## config.mk

```make
export PLATFORM = sky130hd
export DESIGN_NAME = or_nway_reduce_flat
export DESIGN_NICKNAME = d
export VERILOG_FILES = /design/src/rtl/or_nway_reduce_if.sv /design/src/rtl/or_nway_reduce.sv /design/src/flat_wrapper.sv
export SDC_FILE = /design/constraint.sdc
export NUM_CORES = 1
export LEC_CHECK = 0
export CORE_ASPECT_RATIO = 0.8
export CORE_UTILIZATION = 53
export CTS_BUF_LIST = sky130_fd_sc_hd__clkbuf_8
export DETAILED_ROUTE_END_ITERATION = 16
export GPL_ROUTABILITY_DRIVEN = 1
export PLACE_DENSITY = 0.9
export REMOVE_ABC_BUFFERS = 1
export SLEW_MARGIN = 20
export SYNTH_ARGS = -nofsm -noshare
export SYNTH_HDL_FRONTEND = slang
export SYNTH_SLANG_ARGS = --single-unit
```

## constraint.sdc

```tcl
create_clock -name clk -period 3.1 [get_ports clk]
set_clock_uncertainty 0.05 [all_clocks]
set_input_delay 0.62 -clock clk [delete_from_list [all_inputs] [get_ports clk]]
set_output_delay 0.62 -clock clk [all_outputs]
set_load 0.005 [all_outputs]
```

## src/rtl/or_nway_reduce_if.sv

```systemverilog
// ---------------------------------------------------------------------------
// or_nway_reduce_if
// Bundles the word-input and result-output handshakes of or_nway_reduce.
//   in_valid/in_ready/in_data/in_last/mode : word stream from the producer
//   out_valid/out_ready/out/out_count/out_trunc : per-frame result stream
// Modports:
//   slave  : the reducer itself (consumes words, produces results)
//   master : the surrounding logic (produces words, consumes results)
// ---------------------------------------------------------------------------
interface or_nway_reduce_if #(
    parameter int WIDTH     = 8,
    parameter int MAX_WORDS = 16
);
    localparam int CNT_W = $clog2(MAX_WORDS + 1);

    logic             in_valid;
    logic             in_ready;
    logic [WIDTH-1:0] in_data;
    logic             in_last;
    logic [1:0]       mode;
    logic             out_valid;
    logic             out_ready;
    logic             out;
    logic [CNT_W-1:0] out_count;
    logic             out_trunc;

    modport master (
        output in_valid, in_data, in_last, mode, out_ready,
        input  in_ready, out_valid, out, out_count, out_trunc
    );

    modport slave (
        input  in_valid, in_data, in_last, mode, out_ready,
        output in_ready, out_valid, out, out_count, out_trunc
    );
endinterface

```

## src/rtl/or_nway_reduce.sv

```systemverilog
// ---------------------------------------------------------------------------
// or_nway_reduce
// Reduces each WIDTH-bit input word to one bit and combines those bits over a
// frame of up to MAX_WORDS words with a per-frame mode (OR, AND, XOR, NOR).
// One registered result per frame is presented on the output handshake.
// Ports:
//   clk   : rising-edge clock
//   rst_n : asynchronous active-low reset
//   bus   : or_nway_reduce_if.slave (word input stream + result output stream)
// ---------------------------------------------------------------------------
module or_nway_reduce #(
    parameter int WIDTH     = 8,
    parameter int MAX_WORDS = 16
) (
    input logic           clk,
    input logic           rst_n,
    or_nway_reduce_if.slave bus
);
    localparam int CNT_W = $clog2(MAX_WORDS + 1);

    localparam logic [1:0] IDLE  = 2'd0;
    localparam logic [1:0] ACCUM = 2'd1;
    localparam logic [1:0] DONE  = 2'd2;

    localparam logic [1:0] MODE_OR  = 2'b00;
    localparam logic [1:0] MODE_AND = 2'b01;
    localparam logic [1:0] MODE_XOR = 2'b10;
    localparam logic [1:0] MODE_NOR = 2'b11;

    logic [1:0]       state_q, state_d;
    logic [1:0]       mode_q, mode_d;
    logic             acc_q, acc_d;
    logic [CNT_W-1:0] count_q, count_d;
    logic             res_q, res_d;
    logic [CNT_W-1:0] res_count_q, res_count_d;
    logic             res_trunc_q, res_trunc_d;

    logic [1:0]       eff_mode;
    logic             word_r;
    logic             acc_next;
    logic [CNT_W-1:0] count_next;
    logic             frame_full;
    logic             in_fire;
    logic             out_fire;

    // in_ready is gated by rst_n so nothing is accepted while reset is held.
    assign bus.in_ready  = rst_n && (state_q != DONE);
    assign bus.out_valid = (state_q == DONE);
    assign bus.out       = res_q;
    assign bus.out_count = res_count_q;
    assign bus.out_trunc = res_trunc_q;

    assign in_fire  = bus.in_valid && bus.in_ready;
    assign out_fire = bus.out_valid && bus.out_ready;

    // Word reduction and accumulation. The first word of a frame takes the
    // live mode input; later words use the mode latched with that first word.
    always_comb begin
        eff_mode = (state_q == IDLE) ? bus.mode : mode_q;

        case (eff_mode)
            MODE_AND: word_r = &bus.in_data;
            MODE_XOR: word_r = ^bus.in_data;
            default:  word_r = |bus.in_data;
        endcase

        if (state_q == IDLE) begin
            acc_next   = word_r;
            count_next = CNT_W'(1);
        end else begin
            count_next = count_q + CNT_W'(1);
            case (mode_q)
                MODE_AND: acc_next = acc_q & word_r;
                MODE_XOR: acc_next = acc_q ^ word_r;
                default:  acc_next = acc_q | word_r;
            endcase
        end

        frame_full = (count_next == CNT_W'(MAX_WORDS));
    end

    always_comb begin
        state_d     = state_q;
        mode_d      = mode_q;
        acc_d       = acc_q;
        count_d     = count_q;
        res_d       = res_q;
        res_count_d = res_count_q;
        res_trunc_d = res_trunc_q;

        case (state_q)
            IDLE, ACCUM: begin
                if (in_fire) begin
                    mode_d  = eff_mode;
                    acc_d   = acc_next;
                    count_d = count_next;
                    if (bus.in_last || frame_full) begin
                        state_d     = DONE;
                        res_d       = (eff_mode == MODE_NOR) ? ~acc_next : acc_next;
                        res_count_d = count_next;
                        // Truncated only when the size limit, not in_last, closed it.
                        res_trunc_d = !bus.in_last;
                    end else begin
                        state_d = ACCUM;
                    end
                end
            end
            DONE: begin
                if (out_fire) begin
                    state_d = IDLE;
                end
            end
            default: state_d = IDLE;
        endcase
    end

    always_ff @(posedge clk or negedge rst_n) begin
        if (!rst_n) begin
            state_q     <= IDLE;
            mode_q      <= MODE_OR;
            acc_q       <= 1'b0;
            count_q     <= '0;
            res_q       <= 1'b0;
            res_count_q <= '0;
            res_trunc_q <= 1'b0;
        end else begin
            state_q     <= state_d;
            mode_q      <= mode_d;
            acc_q       <= acc_d;
            count_q     <= count_d;
            res_q       <= res_d;
            res_count_q <= res_count_d;
            res_trunc_q <= res_trunc_d;
        end
    end
endmodule

```

## src/flat_wrapper.sv

```systemverilog
// flat-port wrapper written by rule: the top's interface ports become plain ports
module or_nway_reduce_flat 
#(
    parameter int WIDTH     = 8,
    parameter int MAX_WORDS = 16
)
  (clk, rst_n, bus_in_valid, bus_in_data, bus_in_last, bus_mode, bus_out_ready, bus_in_ready, bus_out_valid, bus_out, bus_out_count, bus_out_trunc);
  or_nway_reduce_if #(.WIDTH(WIDTH), .MAX_WORDS(MAX_WORDS)) bus_i ();
  input logic clk;
  input logic rst_n;
  input wire logic [$bits(bus_i.in_valid)-1:0] bus_in_valid;
  input wire logic [$bits(bus_i.in_data)-1:0] bus_in_data;
  input wire logic [$bits(bus_i.in_last)-1:0] bus_in_last;
  input wire logic [$bits(bus_i.mode)-1:0] bus_mode;
  input wire logic [$bits(bus_i.out_ready)-1:0] bus_out_ready;
  output wire logic [$bits(bus_i.in_ready)-1:0] bus_in_ready;
  output wire logic [$bits(bus_i.out_valid)-1:0] bus_out_valid;
  output wire logic [$bits(bus_i.out)-1:0] bus_out;
  output wire logic [$bits(bus_i.out_count)-1:0] bus_out_count;
  output wire logic [$bits(bus_i.out_trunc)-1:0] bus_out_trunc;
  assign bus_i.in_valid = bus_in_valid;
  assign bus_i.in_data = bus_in_data;
  assign bus_i.in_last = bus_in_last;
  assign bus_i.mode = bus_mode;
  assign bus_i.out_ready = bus_out_ready;
  assign bus_in_ready = bus_i.in_ready;
  assign bus_out_valid = bus_i.out_valid;
  assign bus_out = bus_i.out;
  assign bus_out_count = bus_i.out_count;
  assign bus_out_trunc = bus_i.out_trunc;
  or_nway_reduce #(.WIDTH(WIDTH), .MAX_WORDS(MAX_WORDS)) u_core (.clk(clk), .rst_n(rst_n), .bus(bus_i));
endmodule
```

==> impl_results.md <==
- Result of the run: complete, no violations
- Worst-case vdd ir drop: 0.0003896 V
- Fraction of layout instances using a drive strength above 1: 0.1925
- Type of the most critical hold path: reg2reg
- Depth of the most critical reg-to-reg path: 13
- Count of nets left with antenna violations after detail routing: 0
- Die Width: between 50 and 60 microns
- Netlist Area Pre-Place: approximately 1200 sq um
- Maximum frequency from static timing analysis: 0.3391 GHz
- Area inside the core boundary: 2158 sq um
- Relative area change from synthesis to final layout: 33.68%
- Final hold violation count: 0
- Sequential share of power: 0.361
- DRC viols: 0
- Startpoint of the worst-slack reg-to-reg timing path: u_core.state_q[0]
- Setup slack, reg-to-reg: 160 ps
- Via count of the first global-routing pass: ~1000
- Warnings, synthesis: 0
- Final critical delay including setup and external delays: 2949 ps
- Routed wirelength normalized by instance count: 16.16 microns
- Nature of the critical path endpoint: register
- Number of ports placed on the die boundary: 24
- Max Root-Sink Buffers: 2
- Gr usage total: 0.2319
- Worst path arrival time: 3040 ps
- Switching part of the total: 0.3557
- Slew Limit Headroom: 0.7227
- DIE HEIGHT: 44.89 microns
- Post-Synthesis Mean Instance Area: ~9.4 sq um
- Post-synth top flop: dfrtp_1
- Clock transition at the registers of the reported paths: 70 ps
- Total Die Area: 2496 sq um
- Total congestion overflow after global routing: 0
- Minimum setup slack in the final design: between 150 and 200 ps
- Number of input and output port buffers inserted: 23
- Largest driver fanout on the critical path: 3
- Sinks on Clock Net: 17
- Maximum number of pins on one net before global-route repair: 18
- First-pass GRT wire length: roughly 4500 microns
- Estimated wirelength of the detail-placed design: 2137 microns
- Total Routed Length: 3006 microns
- Combinational fraction of design power: 0.445
- Chain of cells forming the critical path: clkdlybuf4s50_1, inv_1, ha_1, xnor2_2, xnor2_2, o21ai_2, nand2_1, ha_1, a221oi_2, a211o_1, nand2_1, a31oi_2, o31ai_2
- Cell internal power dissipation: 0.0005522 W
- Critical-path top delay cell: clkdlybuf4s50_1
- Worst-Margin Slew: approximately 410 ps
- Fraction of the cycle the final worst path needs: 0.9512
- Final total negative setup slack: 0 ps
- Gate count after technology mapping: 129
- Net Sw Power: slightly above 0.0003 W
- Total count of max-transition violations in the final report: 0
- Worst-Skew Late Latency: roughly 260 ps
- Worst hold path startpoint: u_core.bus.out_trunc
- Clock tree from TritonCTS: built
- Critical path class: in2reg
- RePlAce Congestion: 0.8255
- Pre-CTS WS: -252.5 ps
- Vias after detailed routing: roughly 1100
- Number of levels the H-tree was split into: 1
- Number of antenna violations at the first check in global routing: 0
- Number of unique standard cell types used by synthesis: 36
- Net total in the final layout: approximately 190
- TritonCTS buffer count: 3
- Post-layout total power: between 0.0008 and 0.0009 W
- Register bit total from synthesis: 17
- Part of the total power dissipated in the clock network: 0.194
- DRC violation total after the first TritonRoute iteration: 17
- DRT Pass-1 Iters: 4
- Setup crit start kind: input pin
- Post-synth EDFFs: 0
- Share of async-settable or async-resettable flops after synthesis: 1.000
- Worst Hold Endpoint: u_core.bus.out_trunc
- Diode insertion count for antenna repair: 0
- Max Cap Viol: 0
- PD cells: between 500 and 600 nW/um^2
- Placed Cells: between 150 and 200
- Worst path required time: 3190 ps
- Hold Path Cell Cnt: 1
- Max stage delay on crit path: 490 ps
- Via count normalized by instance count: around 5.7
- Starting density of the core: 0.5646
- Clock root cell: clkbuf_8
- Post-route non-filler standard cell count: 186
- Post-synthesis sequential area ratio: 0.3491
- Endpoint of the lowest-slack register-to-register path: u_core.bus.out
- Setup violation total in the final timing report: 0
- Placement Rows: 15
- Leakage power total: 0.7913 nW
[kinds of logic after synthesis]
| kind of cell | count (synthesis) | synth area share |
|---|---|---|
| fa+ha+maj | 16 | 0.1643 |
| flops | 17 | 0.3491 |
| simple gates | 32 | 0.1417 |
| mux | 6 | 0.06468 |
| buf+inv | 21 | 0.07494 |
| compound gates | 33 | 0.1766 |
| xor+xnor | 4 | 0.02875 |
[cell type report]
cell class / count / area, sq um
Inverter: 17 / 63.81
Sequential cell: 17 / 425.4
Fill cell: 141 / 529.3
Clock inverter: 1 / 3.754
Clock buffer: 3 / 41.29
Tap cell: 25 / 31.28
Timing Repair Buffer: 32 / 297.8
Multi-Input combinational cell: 91 / 765.7
[worst max-delay path, delay by kind of cell]
| kind | cells | cell delay (ps) |
|---|---|---|
| adder cells (fa/ha/maj) | 2 | 610 |
| AND/OR/NAND/NOR | 2 | 160 |
| AO/OA/AOI/OAI | 5 | 780 |
| XOR/XNOR | 2 | 310 |
| buffers and inverters | 2 | 540 |
[power groups by stage]
| stage | combinational, W | clock (W) | sequential (W) |
|---|---|---|---|
| finish | 0.000381 | 0.000167 | 0.000309 |
| global route | 0.000415 | 0.000182 | 0.000313 |
| CTS | 0.000339 | 0.000163 | 0.000306 |
| detailed placement | 0.000335 | 0 | 0.000310 |
| global placement | 0.000311 | 0 | 0.000304 |
| floorplan | 0.000188 | 0 | 0.000305 |
[cells in the final DEF (no fill, tap or decap), types with 2 or more instances in the layout]
cell / count
ha_1: 14
mux2_4: 3
clkdlybuf4s50_1: 23
nor2_1: 4
a21oi_1: 2
nand3_1: 4
buf_4: 9
o21ai_0: 17
ha_4: 2
xnor2_2: 3
o21bai_1: 2
a31oi_1: 3
dfrtp_1: 17
nand2_1: 13
inv_1: 18
mux2i_1: 2
and3_1: 2
clkbuf_8: 3
[through the flow]
step | utilization | hold slack, ps | instance area [sq um]
6_report | 0.7548 | 448.6 | 1629
5_1_grt | 0.7548 | 467.2 | 1629
4_1_cts | 0.7252 | 455.1 | 1565
3_5_place_dp | 0.7043 | 440.6 | 1520
3_3_place_gp | 0.7043 | 424.3 | 1520
2_1_floorplan | - | 274.4 | 1191
[how the worst max path moves through the flow]
stage / startpoint / end / slack [ps] / cells after the start
after floorplan: u_core.state_q[1] / u_core.bus.out / 320 / 13
after global placement: bus_in_data[0] / u_core.bus.out / -100 / 13
final: bus_in_data[0] / u_core.bus.out / 150 / 13
after global routing: u_core.state_q[0] / u_core.bus.out / -30 / 14
after detailed placement: bus_in_data[0] / u_core.bus.out / -250 / 13
after CTS: bus_in_data[0] / u_core.bus.out / 10 / 13
[metal layers]
metal  global-route usage  part of all wire
met5                    0                 0
met4              0.04500             0.016
met3              0.04871             0.057
met2               0.4386              0.53
met1               0.2810              0.40
[cells in the mapped netlist (all sizes together) (3+ instances only)]
library cell	instances	area, sq um
o21ai	18	90.09
dfrtp	17	425.4
inv	17	63.81
ha	16	200.2
nand2	13	48.80
nor2	6	32.53
a31oi	5	46.29
nand3	4	20.02
mux2	3	45.04
mux2i	3	33.78
xnor2	3	26.28
[registers in the layout, indices dropped and copies added, names as in the netlist]
name / count
u_core.bus.out_count: 5
u_core.count_q: 5
u_core.mode_q: 2
u_core.state_q: 2
u_core.acc_q: 1
u_core.bus.out: 1
u_core.bus.out_trunc: 1
[repair_timing]
action | in CTS | in global routing
hold buffers | 0 | 0
gates resized for setup | 0 | 9
endpoints found under the setup margin | 0 | 2
buffers inserted | 0 | 0
No activity file was read; power rests on OpenSTA's default activity.
